$ cat config.mk
export PLATFORM = sky130hd
export DESIGN_NAME = conv_tap_sequencer
export DESIGN_NICKNAME = d
export VERILOG_FILES = /design/src/rtl/conv_tap_sequencer.sv
export SDC_FILE = /design/constraint.sdc
export NUM_CORES = 1
export LEC_CHECK = 0
export BUFFER_PORTS_ARGS = -buffer_cell sky130_fd_sc_hd__buf_4
export CORE_MARGIN = 4
export CORE_UTILIZATION = 53
export DETAILED_ROUTE_END_ITERATION = 6
export PLACE_DENSITY = 0.78
export SLEW_MARGIN = 20
export SYNTH_ARGS = -nofsm -noshare
export SYNTH_HDL_FRONTEND = slang
export SYNTH_SLANG_ARGS = --single-unit
$ cat constraint.sdc
create_clock -name clk -period 7.7 [get_ports clk]
set_clock_uncertainty 0.15 [all_clocks]
set_input_delay 0.77 -clock clk [delete_from_list [all_inputs] [get_ports clk]]
set_output_delay 0.77 -clock clk [all_outputs]
set_load 0.02 [all_outputs]
$ cat src/rtl/conv_tap_sequencer.sv
// Tap sequencer for the 2D-convolution MAC: for each output pixel it loads the bias,
// issues K*K X/W memory tap addresses, drains the MAC, and hands the result downstream.
module conv_tap_sequencer #(
    parameter int INW  = 16,
    parameter int OUTW = 64,
    parameter int MAXR = 16,
    parameter int MAXC = 16,
    parameter int MAXK = 8,
    parameter int XAW  = $clog2(MAXR*MAXC),
    parameter int WAW  = $clog2(MAXK*MAXK)
) (
    input  logic                       clk,
    input  logic                       reset,
    input  logic                       start,
    input  logic [$clog2(MAXR+1)-1:0]  r_in,
    input  logic [$clog2(MAXC+1)-1:0]  c_in,
    input  logic [$clog2(MAXK+1)-1:0]  k_in,
    input  logic [INW-1:0]             bias,
    output logic                       busy,
    output logic                       done,
    output logic [XAW-1:0]             x_addr,
    output logic [WAW-1:0]             w_addr,
    output logic                       mac_init_acc,
    output logic [INW-1:0]             mac_init_value,
    output logic                       mac_input_valid,
    input  logic [OUTW-1:0]            mac_out,
    output logic [OUTW-1:0]            out_data,
    output logic                       out_valid,
    input  logic                       out_ready
);

    localparam int RW = $clog2(MAXR+1);
    localparam int CW = $clog2(MAXC+1);
    localparam int KW = $clog2(MAXK+1);

    typedef enum logic [2:0] {IDLE, INIT, ISSUE, DRAIN, OUTPUT} state_t;

    state_t        state, state_nxt;
    logic [RW-1:0] r_reg, orow, row_last, x_row;
    logic [CW-1:0] c_reg, ocol, col_last, x_col;
    logic [KW-1:0] k_reg, k_last;
    logic [KW-1:0] tap_i, tap_j, tap_i_nxt, tap_j_nxt;
    logic [1:0]    drain_cnt;
    logic [XAW-1:0] x_lin;
    logic [WAW-1:0] w_lin;
    logic          job_ok, last_tap, last_col, last_pixel, handshake, load_tap;

    // Job legality and end-of-row/end-of-image conditions.
    always_comb begin
        job_ok     = (k_in != '0) && (int'(k_in) <= int'(r_in)) && (int'(k_in) <= int'(c_in));
        k_last     = k_reg - KW'(1);
        row_last   = RW'(int'(r_reg) - int'(k_reg));
        col_last   = CW'(int'(c_reg) - int'(k_reg));
        last_tap   = (tap_i == k_last) && (tap_j == k_last);
        last_col   = (ocol == col_last);
        last_pixel = last_col && (orow == row_last);
        handshake  = out_valid && out_ready;
    end

    // The address registers always hold the tap being presented, so the next tap is
    // computed here and loaded on entry to ISSUE and on every non-final ISSUE edge.
    always_comb begin
        // NOTE: every always_comb output gets a default first so no path infers a latch.
        tap_i_nxt = '0;
        tap_j_nxt = '0;
        if (state == ISSUE) begin
            if (tap_j == k_last) begin
                tap_i_nxt = tap_i + KW'(1);
            end else begin
                tap_i_nxt = tap_i;
                tap_j_nxt = tap_j + KW'(1);
            end
        end
        x_row    = orow + RW'(tap_i_nxt);
        x_col    = ocol + CW'(tap_j_nxt);
        x_lin    = XAW'(x_row) * XAW'(c_reg) + XAW'(x_col);
        w_lin    = WAW'(tap_i_nxt) * WAW'(k_reg) + WAW'(tap_j_nxt);
        load_tap = (state == INIT) || ((state == ISSUE) && !last_tap);
    end

    always_comb begin
        state_nxt = state;
        case (state)
            IDLE:    if (start && job_ok) state_nxt = INIT;
            INIT:    state_nxt = ISSUE;
            ISSUE:   if (last_tap) state_nxt = DRAIN;
            DRAIN:   if (drain_cnt == 2'd2) state_nxt = OUTPUT;
            OUTPUT:  if (handshake) state_nxt = last_pixel ? IDLE : INIT;
            default: state_nxt = IDLE;
        endcase
    end

    assign busy         = (state != IDLE);
    assign mac_init_acc = (state == INIT);

    always_ff @(posedge clk) begin
        if (reset) begin
            state <= IDLE;
        end else begin
            state <= state_nxt;
        end
    end

    always_ff @(posedge clk) begin
        if (reset) begin
            r_reg           <= '0;
            c_reg           <= '0;
            k_reg           <= '0;
            orow            <= '0;
            ocol            <= '0;
            tap_i           <= '0;
            tap_j           <= '0;
            drain_cnt       <= '0;
            x_addr          <= '0;
            w_addr          <= '0;
            mac_init_value  <= '0;
            mac_input_valid <= 1'b0;
            out_data        <= '0;
            out_valid       <= 1'b0;
            done            <= 1'b0;
        end else begin
            done            <= 1'b0;
            // Read data returns one cycle after its address, so valid lags issue by one.
            mac_input_valid <= (state == ISSUE);
            if (load_tap) begin
                tap_i  <= tap_i_nxt;
                tap_j  <= tap_j_nxt;
                x_addr <= x_lin;
                w_addr <= w_lin;
            end
            case (state)
                IDLE: begin
                    if (start) begin
                        r_reg          <= r_in;
                        c_reg          <= c_in;
                        k_reg          <= k_in;
                        mac_init_value <= bias;
                        orow           <= '0;
                        ocol           <= '0;
                        done           <= !job_ok;
                    end
                end
                DRAIN: begin
                    if (drain_cnt == 2'd2) begin
                        drain_cnt <= '0;
                        out_data  <= mac_out;
                        out_valid <= 1'b1;
                    end else begin
                        drain_cnt <= drain_cnt + 2'd1;
                    end
                end
                OUTPUT: begin
                    if (handshake) begin
                        out_valid <= 1'b0;
                        done      <= last_pixel;
                        if (last_col) begin
                            ocol <= '0;
                            orow <= orow + RW'(1);
                        end else begin
                            ocol <= ocol + CW'(1);
                        end
                    end
                end
                default: ;
            endcase
        end
    end

endmodule

==> flow_summary.ini, run 1 <==
[cts]
clkSlewWorstSetupHoldPaths_ps = 60
cts_hold_buf = 0
cts_setup_buffers = 0
cts_tree = yes
cts_max_level = 4
clock_tree.root_cell = clkbuf_16
clock_latency_ps = 420
cts-resized-gates = 0
cts_sinks = 134
cts.path.max_buffers = 2
cts_buffers = 17

[grt]
antenna_found_initial = 0
grt_pass1_wl_mm = 30.81
grt_max_degree = 77
overflow = 0
grt_pass1_vias = 6287
grt_usage_pct = 24.06

[route]
drc = 0
postRouteAntennaNets = 0
drtIter0Drc = 387
vias = 6458
wirelength_mm = 18.71
post_drt_wl_per_cell_um = 15.07
vias_per_cell = 5.200
dr.pass1.iters = 5

[timing]
finalCritPeriodShare_pct = 84.49
max_freq_mhz = 153.7
setup_tns_ps = 0
slew_headroom_pct = 43.14
tightest_slew_ps = 849.7
hold_viol = 0
maxSlewViolCount = 0
rsz0062_at_grt = false
period_minus_slack_ps = 6506
setup_viol = 0

[power]
power_density_mw_per_mm2 = 239.6
ir_drop_v = 0.0001924
p_leak_nw = 4.164

[worst_setup_path]
r2r-start = k_reg[0]
cp.arrival_ps = 6690
r2r-end = x_addr[7]
r2r_slack_ps = 1190
crit_required_ps = 7880
crit_path_end_kind = flip-flop
worst_setup_path_start_kind = flip-flop
ff2ff_path_depth = 23
crit_type = reg -> reg
critPathMaxFanout = 8

[yosys]
syn_inst = 882
synth.most_common_cell = nand2_1
async_flop_share_pct = 0
syn-mean-instance-area_um2 = 8.170
synth-seq-cells = 134
syn-cell-area_mm2 = 0.007206
synth_commonest_cells = nand2_1, dfxtp_1, a21oi_1
synth_fp_nets = 1056
ys_top_cells_by_area = dfxtp_1, nand2_1, a21oi_1
ys.flop_type = dfxtp_1
synth_edf_count = 0
netlist.area_leader.share_pct = 37.23
synth.largest_area_cell = dfxtp_1
ys_warn_count = 0
yosysSeqAreaShare_pct = 37.23
ys_types = 49

[min_path]
min_to = out_data[48]
hp-class = reg -> reg
hold_path_depth = 2
hold_start = out_data[48]

[layout]
syn_to_final_growth_pct = 29.57
largest_reg_flops = 64
layout.nets = 1228
top_regs = out_data: 64 flops, mac_init_value: 16 flops, x_addr: 8 flops
fin_util_pct = 70.22
diodes = 0
regMostFlops = out_data
drive_above_1_share_pct = 22.89

[placed_design]
globalplace.congestion = 0.8959
io_buffers = 196
hpwl_mm = 13.87

[flow_run]
max_cap_violations = 0

[floorplan]
fp.dieH_um = 124.6
core-area_mm2 = 0.01330
dieArea_mm2 = 0.01553
start_util_pct = 54.20
rows = 42
ioPinCount = 197
dieWidth_um = 124.6

[outcome]
run_status = finished clean
[metal layers]
layer  routed length (um)  global-route usage [%]  up-vias
li1                     -                       -     3242
met3                 1420                   8.619       25
met5                    0                       0        -
met1                 7368                   27.80     3009
met2                 9638                   42.05      182
met4                  284                   6.641        0
[cell type report]
type | instances | area, um^2
Multi-Input combinational cell | 646 | 4133
Tap cell | 176 | 220.2
Inverter | 56 | 210.2
Clock inverter | 12 | 153.9
Sequential cell | 134 | 2683
Clock buffer | 19 | 442.9
Timing Repair Buffer | 199 | 1494
Fill cell | 1110 | 3959
[cell usage in the layout, fill, tap and decap left out, drive strengths merged]
| cell | synthesis | final |
|---|---|---|
| mux2i | 13 | 13 |
| nor3 | 12 | 12 |
| o21ai | 7 | 7 |
| ha | 53 | 53 |
| o21a | 2 | 2 |
| nand2 | 237 | 237 |
| a22oi | 1 | 1 |
| buf | 6 | 199 |
| nor2b | 3 | 3 |
| and3 | 5 | 5 |
| bufinv | 0 | 3 |
| nand3b | 1 | 1 |
| inv | 56 | 57 |
| a21o | 12 | 12 |
| nand4 | 2 | 2 |
| xnor2 | 36 | 36 |
| dfxtp | 134 | 134 |
| a311o | 1 | 1 |
| fa | 23 | 23 |
| nor2 | 35 | 35 |
| a2111oi | 1 | 1 |
| nor3b | 4 | 4 |
| a311oi | 3 | 3 |
| and2 | 12 | 12 |
| clkbuf | 40 | 19 |
| clkinvlp | 0 | 3 |
| a31o | 1 | 1 |
| or3 | 4 | 4 |
| xor2 | 14 | 14 |
| a211oi | 3 | 3 |
| nand2b | 4 | 4 |
| a41oi | 4 | 4 |
| and4 | 2 | 2 |
| or2 | 2 | 2 |
| clkinv | 0 | 5 |
| nand3 | 7 | 7 |
| a31oi | 3 | 3 |
| nor4 | 4 | 4 |
| o31ai | 2 | 2 |
| a21oi | 133 | 133 |
[metrics by stage]
stage | power (mW) | worst slack [ps] | instance area (um^2) | hold slack [ps] | cells
2_1_floorplan | 1.257 | 1828 | 7206 | 286.3 | 882
3_3_place_gp | 1.421 | 1517 | 8736 | 292.2 | 1211
3_5_place_dp | 1.429 | 1228 | 8736 | 296.8 | 1211
4_1_cts | 2.250 | 1222 | 9333 | 304.9 | 1242
5_1_grt | 2.354 | 803.0 | 9336 | 316.1 | 1242
6_report | 2.237 | 1194 | 9336 | 303.3 | 1242
[how the worst max path moves through the flow]
stage / end / startpoint / slack, ps / cells after the start
2_1_floorplan: x_addr[7] / k_reg[0] / 1830 / 25
3_3_place_gp: x_addr[7] / k_reg[0] / 1520 / 23
3_5_place_dp: x_addr[7] / k_reg[0] / 1230 / 23
4_1_cts: x_addr[7] / k_reg[0] / 1220 / 23
5_1_grt: x_addr[7] / k_reg[0] / 800 / 22
6_report: x_addr[7] / k_reg[0] / 1190 / 23
[where the power goes]
group          internal, mW  switching [mW]
Sequential            0.743          0.0531
Combinational         0.250           0.370
Clock                 0.515           0.305
Total                  1.51           0.728
[logic make-up (layout without fill, tap and decap cells)]
family                   count (synthesis)  count (layout)  share of synthesized area, %
flip-flops                             134             134                         37.23
multiplexers                            13              13                         1.806
adder cells (fa/ha/maj)                 76              76                         15.59
XOR/XNOR                                50              50                         6.286
buffers and inverters                  102             286                         5.574
AND/OR/NAND/NOR                        334             334                         19.66
AO/OA/AOI/OAI                          173             173                         13.86
[worst max-delay path, cell delays in order (launching register included)]
cell and delay, ps:
dfxtp_1 520, inv_1 160, ha_1 250, xnor2_2 230, xor2_2 230, and3_1 350, xnor2_1 250, nor2_1 130
ha_1 250, fa_1 410, a21o_1 170, a21oi_1 190, xnor2_1 220, nand2_1 120, fa_1 540, fa_1 450
fa_1 550, inv_1 40, ha_1 330, a21oi_1 230, o21ai_0 150, xnor2_1 150, xnor2_1 120, a211oi_1 220
Note: power is estimated with default switching activity, not from simulation.
==> inputs of run 2 (changes only) <==
- clock period: 7.7 -> 6 ns (I/O delays scaled with it)
==> run 2 against run 1 <==
Cell area increased by 0.78%; critical path type unchanged; first-iteration DRC count shrank 18%; largest power group is now registers; non-clock buffer count up 11; routed wire length up 1.5%; critical path depth unchanged.
==> flow_summary.ini, run 2 (synthesized netlist as in run 1, its figures left out) <==
[layout]
syn_to_final_growth_pct = 30.58
diodes = 0
layout_commonest_cell = nand2_1
largest_reg_flops = 64
n_fill_cell = 1113
regMostFlops = out_data
finalInstanceArea_mm2 = 0.009409
drive_above_1_share_pct = 24.40
final_cell_mix = nand2_1, buf_4, dfxtp_1
top_regs = out_data: 64 flops, mac_init_value: 16 flops, x_addr: 8 flops
layout.nets = 1239

[placed_design]
hpwl_mm = 13.95
globalplace.congestion = 0.9074
io_buffers = 196
placed_area_mm2 = 0.008803

[min_path]
hp-class = in -> reg

[power]
p_leak_nw = 4.203
netSwitchingFraction_pct = 33.41
power_density_mw_per_mm2 = 298.7
total_power_mw = 2.811
power.share.clock_pct = 34.3
ir_drop_v = 0.0002570
power_frac_seq_pct = 36.1
combinationalPowerShare_pct = 29.6
netSwitchingPower_uw = 939.1
internal_power_mw = 1.872

[grt]
grt_busiest_layer = met2
grt_pass1_vias = 6586
grt_pass1_wl_mm = 31.40
use_met3_pct = 8.148
antenna_found_initial = 0
grt_max_degree = 106
overflow = 0
grtUsageMet2_pct = 42.78
grt_usage_pct = 24.46
met1_usage_pct = 27.31

[worst_setup_path]
crit_required_ps = 6180
critPathMaxFanout = 5
worst_setup_path_start_kind = flip-flop
crit_path_end_kind = flip-flop
cpPeakStageDelay_ps = 540
cp_slowest_cell = fa_1
crit_chain = inv_1 > ha_1 > xnor2_2 > xor2_2 > and3_4 > xnor2_1 > nor2_1 > ha_1 > fa_2 > a21o_1 > a21oi_2 > xnor2_2 > nand2_1 > fa_1 > fa_1 > fa_1 > inv_1 > ha_1 > a21oi_2 > o21ai_0 > xnor2_1 > xnor2_1 > a211oi_1
cp.arrival_ps = 5870
crit_type = reg -> reg
path_buf_inv = 2
crit_family = adder cells

[outcome]
run_status = finished clean

[cts]
cts_tree = yes
cts_max_level = 4
clock_latency_ps = 410
cts_sinks = 134
clock_tree.root_cell = clkbuf_16
cts_buffers = 17
cts_hold_buf = 0
clkSlewWorstSetupHoldPaths_ps = 60
cts.path.max_buffers = 2

[timing]
maxSlewViolCount = 0
hold_viol = 0
finalCritPeriodShare_pct = 94.95
slew_headroom_pct = 27.06
setup_viol = 0
max_freq_mhz = 175.5
period_minus_slack_ps = 5697
tightest_slew_ps = 1094

[floorplan]
core-area_mm2 = 0.01330
start_util_pct = 54.20
dieArea_mm2 = 0.01553
dieWidth_um = 124.6
ioPinCount = 197
rows = 42
fp.dieH_um = 124.6

[route]
wirelength_mm = 18.99
drtIter0Drc = 316
postRouteAntennaNets = 0
post_drt_wl_per_cell_um = 15.15
dr.pass1.iters = 5
drc = 0
vias_per_cell = 5.156
vias = 6466

[flow_run]
max_cap_violations = 0
run 2: cell count changes in the layout (fill, tap and decap cells not counted), sizes merged:
cell,before,now
buf,199,210
bufinv,3,1
clkbuf,19,20
clkinv,5,6
inv,57,58
run 2: metal layers:
metal,vias up,part of all wire [%]
met5,-,0
met4,0,2.7
met3,40,7.2
met2,201,50
met1,2961,40
li1,3264,-
run 2: final timing paths:
| check | startpoint | slack, ps | to | depth (start not counted) |
|---|---|---|---|---|
| min | bias[6] | 280 | mac_init_value[6] | 3 |
| max reg2reg | k_reg[0] | 300 | x_addr[7] | 23 |
| min reg2reg | out_data[16] | 300 | out_data[16] | 2 |
| max | k_reg[0] | 300 | x_addr[7] | 23 |
run 2: power by group through the flow:
| stage | clock [mW] | sequential [mW] | combinational [mW] |
|---|---|---|---|
| floorplan | 0 | 1.05 | 0.566 |
| global placement | 0 | 1.03 | 0.807 |
| detailed placement | 0 | 1.03 | 0.815 |
| CTS | 0.984 | 1.01 | 0.823 |
| global route | 1.03 | 1.02 | 0.912 |
| finish | 0.965 | 1.02 | 0.831 |
run 2: per-stage QoR:
stage	utilization (%)	hold slack [ps]	setup WS (ps)	cells	TNS [ps]
floorplan	-	286.3	127.7	882	0
global placement	66.21	292.5	250.4	1220	0
detailed placement	66.21	296.6	96.28	1220	0
CTS	70.37	265.2	39.38	1252	0
global route	70.77	271.0	-6.666	1254	-6.666
finish	70.77	281.0	302.9	1254	0
run 2: repair_timing:
item                       4_1_cts  5_1_grt
buffers inserted                 0        2
resized for setup                1        8
pin swaps                        0        3
hold endpoints to repair         0        0
setup endpoints to repair        1        2
run 2: worst reg2reg max path, delay by kind of cell, from the launching register on:
family | cells | cell delay (ps)
buffers and inverters | 2 | 110
flip-flops | 1 | 320
adder cells (fa/ha/maj) | 7 | 2670
XOR/XNOR | 6 | 1030
AO/OA/AOI/OAI | 5 | 880
AND/OR/NAND/NOR | 3 | 460
run 2: area by class of cell:
| type | instances | area (um^2) | area share, % |
|---|---|---|---|
| clock buffer | 20 | 446.7 | 4.747 |
| clock inverter | 12 | 103.9 | 1.104 |
| inverter | 56 | 210.2 | 2.234 |
| multi-input combinational | 646 | 4169 | 44.31 |
| sequential | 134 | 2683 | 28.51 |
| tap | 176 | 220.2 | 2.340 |
| timing repair buffer | 210 | 1577 | 16.76 |
